[src/rtl/vram_arbiter.sv]
// vram_arbiter: three-state arbiter sharing one single-port pixel RAM between
// the VGA pixel reader and the CPU. VGA has priority, bounded by a starvation
// counter that forces a CPU grant after STARVE_LIMIT consecutive VGA grants
// while the CPU waits. Every grant lasts one cycle with the RAM bus registered.
// Optional feature: define VRAM_ARB_STATS_EN to build the CPU stall counter;
// otherwise stall_count is tied to zero.
module vram_arbiter #(
  parameter int ADDR_W       = 18,
  parameter int DATA_W       = 8,
  parameter int STARVE_LIMIT = 4
) (
  input  logic              clk,
  input  logic              rst,
  input  logic              vga_req,
  input  logic [ADDR_W-1:0] vga_addr,
  output logic [DATA_W-1:0] vga_rdata,
  output logic              vga_rvalid,
  input  logic              cpu_req,
  input  logic              cpu_we,
  input  logic [ADDR_W-1:0] cpu_addr,
  input  logic [DATA_W-1:0] cpu_wdata,
  output logic              cpu_ack,
  output logic [DATA_W-1:0] cpu_rdata,
  output logic [ADDR_W-1:0] mem_addr,
  output logic              mem_we,
  output logic [DATA_W-1:0] mem_wdata,
  input  logic [DATA_W-1:0] mem_rdata,
  output logic [15:0]       stall_count
);

  localparam int SW = (STARVE_LIMIT < 1) ? 1 : $clog2(STARVE_LIMIT + 1);
  localparam logic [SW-1:0] STARVE_MAX = SW'(STARVE_LIMIT);

  typedef enum logic [1:0] {
    IDLE,
    GNT_VGA,
    GNT_CPU
  } state_t;

  state_t            state;
  state_t            state_nxt;
  logic [SW-1:0]     starve_cnt;
  logic [SW-1:0]     starve_nxt;
  logic              cpu_busy;
  logic              starve_hit;
  logic              cpu_wr_ack;
  logic              cpu_rd_ack;
  logic [ADDR_W-1:0] mem_addr_nxt;
  logic              mem_we_nxt;
  logic [DATA_W-1:0] mem_wdata_nxt;
  logic [DATA_W-1:0] vga_rdata_q;
  logic [DATA_W-1:0] cpu_rdata_q;

  assign cpu_ack = cpu_wr_ack | cpu_rd_ack;

  // RAM data arrives in the cycle after the read grant, so read data is passed
  // straight through in the valid/ack cycle and held in a register afterwards.
  assign vga_rdata = vga_rvalid ? mem_rdata : vga_rdata_q;
  assign cpu_rdata = cpu_rd_ack ? mem_rdata : cpu_rdata_q;

  // Next-state selection, starvation tracking and next RAM bus values
  always_comb begin
    // A CPU access is in flight from its grant cycle through its ack cycle;
    // for writes both fall in the same cycle.
    cpu_busy      = (state == GNT_CPU) || cpu_ack;
    starve_hit    = cpu_req && !cpu_busy && (starve_cnt == STARVE_MAX);
    state_nxt     = IDLE;
    starve_nxt    = starve_cnt;
    mem_addr_nxt  = mem_addr;
    mem_we_nxt    = 1'b0;
    mem_wdata_nxt = mem_wdata;

    if (vga_req && !starve_hit) begin
      state_nxt = GNT_VGA;
    end else if (cpu_req && !cpu_busy) begin
      state_nxt = GNT_CPU;
    end

    if (!cpu_req || (state_nxt == GNT_CPU)) begin
      starve_nxt = '0;
    end else if ((state_nxt == GNT_VGA) && (starve_cnt != STARVE_MAX)) begin
      starve_nxt = starve_cnt + SW'(1);
    end

    case (state_nxt)
      GNT_VGA: begin
        mem_addr_nxt = vga_addr;
      end
      GNT_CPU: begin
        mem_addr_nxt = cpu_addr;
        mem_we_nxt   = cpu_we;
        if (cpu_we) begin
          mem_wdata_nxt = cpu_wdata;
        end
      end
      default: begin
      end
    endcase
  end

  // Grant state register
  always_ff @(posedge clk or negedge rst) begin
    if (!rst) begin
      state <= IDLE;
    end else begin
      state <= state_nxt;
    end
  end

  // Registered RAM bus, response strobes and held read data
  always_ff @(posedge clk or negedge rst) begin
    if (!rst) begin
      starve_cnt  <= '0;
      mem_addr    <= '0;
      mem_we      <= 1'b0;
      mem_wdata   <= '0;
      vga_rvalid  <= 1'b0;
      cpu_wr_ack  <= 1'b0;
      cpu_rd_ack  <= 1'b0;
      vga_rdata_q <= '0;
      cpu_rdata_q <= '0;
    end else begin
      starve_cnt <= starve_nxt;
      mem_addr   <= mem_addr_nxt;
      mem_we     <= mem_we_nxt;
      mem_wdata  <= mem_wdata_nxt;
      vga_rvalid <= (state == GNT_VGA);
      cpu_wr_ack <= (state_nxt == GNT_CPU) && cpu_we;
      cpu_rd_ack <= (state == GNT_CPU) && !mem_we;
      if (vga_rvalid) begin
        vga_rdata_q <= mem_rdata;
      end
      if (cpu_rd_ack) begin
        cpu_rdata_q <= mem_rdata;
      end
    end
  end

`ifdef VRAM_ARB_STATS_EN
  logic cpu_wait;

  assign cpu_wait = cpu_req && (state != GNT_CPU) && !cpu_ack;

  // Saturating count of cycles the CPU spends waiting for the RAM
  always_ff @(posedge clk or negedge rst) begin
    if (!rst) begin
      stall_count <= '0;
    end else if (cpu_wait && (stall_count != 16'hFFFF)) begin
      stall_count <= stall_count + 16'd1;
    end
  end
`else
  assign stall_count = '0;
`endif

endmodule

[config.mk]
export PLATFORM = sky130hd
export DESIGN_NAME = vram_arbiter
export DESIGN_NICKNAME = d
export VERILOG_FILES = /design/src/rtl/vram_arbiter.sv
export SDC_FILE = /design/constraint.sdc
export NUM_CORES = 1
export LEC_CHECK = 0
export CORE_UTILIZATION = 30
export DETAILED_ROUTE_END_ITERATION = 8
export PLACE_DENSITY = 0.65
export SYNTH_ARGS = -nofsm -noshare
export SYNTH_HDL_FRONTEND = slang
export SYNTH_SLANG_ARGS = --single-unit
[constraint.sdc]
create_clock -name clk -period 1.4 [get_ports clk]
set_input_delay 0.14 -clock clk [delete_from_list [all_inputs] [get_ports clk]]
set_output_delay 0.14 -clock clk [all_outputs]
set_load 0.02 [all_outputs]
==> results.py <==
metrics = {
    "synthesis": {
        "synth_cell_types": 32,
        "syn_area_per_cell_um2": 12.3,
        "synthAdderAreaFrac": 0.00943,
        "synth_edf_count": 0,
        "yosys.area.top_type_share": 0.471,
        "synth_mux_area_frac": 0.102,
        "synth_xor_area_frac": 0.00330,
        "synth_top_family_by_area": "compound AO/OA/AOI/OAI gates",
        "ys_seq_elements": 50,
        "synthTopCellsByCount": "dfrtp_1 (50), mux2_2 (24), a211oi_1 (18), a311oi_1 (18), nor3_1 (18)",
        "synthTopCellsByArea": "dfrtp_1 (47%), mux2_2 (10%), a2111oi_2 (9.6%)",
        "synth_compound_area_frac": 0.233,
        "synth_top_flop_cell": "dfrtp_1",
        "synth_warnings": 0,
        "async_flop_share": 1.00,
        "synth_top_area_cell": "dfrtp_1",
        "synth-simple-area-share": 0.0759,
        "yosysMostFrequentCell": "dfrtp_1",
        "seq_area_frac_synth": 0.471,
        "synthCells": 215,
        "syn_area_um2": 2650,
    },
    "power_and_ir_drop": {
        "pwr_density_cell_nw_per_um2": 981,
        "p_sw_frac": 0.330,
        "combPwrFrac": 0.352,
        "power_switching_mw": 1.38,
        "seqPwrFrac": 0.418,
        "p_leak_nw": 1.65,
        "power_mw": 4.18,
        "ir_drop_mv": 0.598,
        "p_clk_frac": 0.230,
        "p_int_mw": 2.80,
    },
    "drt": {
        "remaining_drc_errors": 0,
        "drt_iter0_markers": 127,
        "route.vias.total": 2264,
        "firstDrtPassIters": 4,
        "avgRoutedWirePerCell_um": 17.0,
        "viasPerCell": 5.17,
        "drt-total-wl_mm": 7.45,
        "drtAntennaViolNets": 0,
    },
    "worst_setup_path": {
        "path_max_fanout": 8,
        "crit_path_end_kind": "flip-flop",
        "arrival_ns": 1.77,
        "worst_setup_path_start_kind": "flip-flop",
        "path_class": "flip-flop to flip-flop",
        "worst-r2r-setup-slack_ns": -0.18,
        "cp.required_ns": 1.59,
    },
    "placed_design": {
        "place_inst": 424,
        "dpl.hpwl_mm": 4.99,
        "preCtsSetupSlack_ns": -0.325,
        "gp_congestion": 0.745,
        "port_buffers": 101,
    },
    "sta": {
        "skew_ns": 0.00911,
        "maxSlewHeadroom": 0.656,
        "finalSetupViolCount": 47,
        "hold_violations": 0,
        "finalMaxSlewViolations": 0,
        "period_minus_slack_ns": 1.58,
        "finalCritPeriodShare": 1.13,
        "finalWorstSetupSlack_ns": -0.180,
        "rsz0062_at_grt": "true",
        "max_freq_mhz": 633,
        "tns_ns": -5.28,
        "worst_pin_slew_ns": 0.516,
    },
    "clock_network": {
        "clk_pin_slew_worst_paths_ns": 0.10,
        "cts_made_buffers": 5,
        "cts_buffer_depth": 2,
        "clk_latency_ns": 0.31,
        "htreeDepth": 2,
        "cts.root.buffer_cell": "clkbuf_8",
        "clock-sinks": 50,
        "cts_tree": "done",
    },
    "finish": {
        "final_cell_count_no_fill": 438,
        "fin_util": 0.508,
        "antennaDiodeCount": 0,
        "nNetsFinal": 391,
        "drive_gt1_frac": 0.342,
        "layout-area-overhead-vs-synth_pct": 60.5,
    },
    "die": {
        "die_w_um": 96.1,
        "row_count": 33,
        "die_area_um2": 9230,
        "die_y_um": 96.1,
        "start_util": 0.317,
        "core_um2": 8380,
        "ios": 118,
    },
    "grt": {
        "antenna_found_initial": 0,
        "grt.total_usage": 0.166,
        "grt_pass1_vias": 2240,
        "grt_max_degree": 39,
        "globalRoute.totalOverflow": 0,
        "grt_pass1_wl_mm": 11.6,
    },
    "run_status": {
        "status": "finished with violations",
        "violations": "setup timing",
    },
    "job": {
        "maxCapViolCount": 0,
    },
    "worst_hold_path": {
        "hp-class": "input port to flip-flop",
    },
}
## per-layer routing
layer,track usage,share of wire,vias up
li1,-,-,1044
met1,0.219,0.43,1128
met2,0.276,0.49,84
met3,0.0332,0.061,8
met4,0.0485,0.010,0
met5,0,0,-
## power groups by stage
stage | clock network [mW] | registers, mW | logic [mW]
floorplan | 0 | 1.92 | 0.631
global placement | 0 | 1.77 | 1.49
detailed placement | 0 | 1.78 | 1.51
CTS | 0.998 | 1.75 | 1.44
global route | 1.05 | 1.77 | 1.57
finish | 0.961 | 1.75 | 1.47
## cell usage in the layout, fill, tap and decap left out, types with 2 or more instances in the layout
master,n
a211oi_1,18
clkbuf_8,7
dlygate4sd2_1,27
inv_1,2
a21boi_1,3
mux2_2,19
a2111oi_4,17
buf_4,22
nand4_4,2
o211ai_1,3
dfrtp_1,49
buf_2,14
buf_6,5
conb_1,16
clkdlybuf4s50_1,55
nand3_1,3
a311oi_1,17
nor3_1,17
mux2_4,5
buf_12,8
## stage by stage
step / area, um2 / hold WS, ns
floorplan: 2750 / -0.156
global placement: 3910 / 0.147
detailed placement: 3910 / 0.143
CTS: 4190 / 0.280
global route: 4260 / 0.328
finish: 4260 / 0.299
## worst paths after layout
| path | from | endpoint | cells after the start |
|---|---|---|---|
| hold / removal | vga_req | mem_addr[0] | 3 |
| hold reg to reg | state[1] | vga_rvalid | 1 |
| setup / recovery | cpu_rd_ack | mem_addr[10] | 5 |
| setup reg to reg | cpu_rd_ack | mem_addr[10] | 5 |
| min in group asynchronous | rst | vga_rdata_q[0] | 2 |
| max in group asynchronous | rst | mem_addr[10] | 3 |
## worst max-delay path, cell delays in order (launching register included)
cell       delay, ns
dfrtp_1         0.41
buf_6           0.13
or3b_4          0.46
buf_12          0.18
a2111oi_4       0.19
nor3_1          0.10
## state kept, by name, summed over array words and instances (netlist names)
| name | cells |
|---|---|
| cpu_wr_ack | 1 |
| state | 2 |
| cpu_rd_ack | 1 |
| mem_wdata | 8 |
| vga_rvalid | 1 |
| cpu_rdata_q | 8 |
| mem_addr | 18 |
| vga_rdata_q | 8 |
| starve_cnt | 3 |
## cell type report
class / count / area, um2
Fill cell: 776 / 4120
Multi-Input combinational cell: 138 / 1480
Timing Repair Buffer: 133 / 1280
Sequential cell: 50 / 1250
Tap cell: 105 / 131
Clock buffer: 7 / 96.3
Inverter: 4 / 15.0
Clock inverter: 1 / 8.76
## cell families (layout without fill, tap and decap cells)
family / count (synthesis) / in the layout
AO/OA/AOI/OAI: 62 / 62
flip-flops: 50 / 50
buffers and inverters: 43 / 145
AND/OR/NAND/NOR: 32 / 33
multiplexers: 24 / 24
adder cells (fa/ha/maj): 2 / 2
other: 1 / 16
XOR/XNOR: 1 / 1
## what timing repair did
action / CTS / global route
endpoints found under the setup margin: 74 / 47
endpoints found under the hold margin: 21 / 0
pin swaps: 16 / 10
gates cloned: 2 / 0
gates resized for setup: 125 / 15
setup buffers: 2 / 2
hold buffers: 1 / 0
No activity file was read; power rests on OpenSTA's default activity.
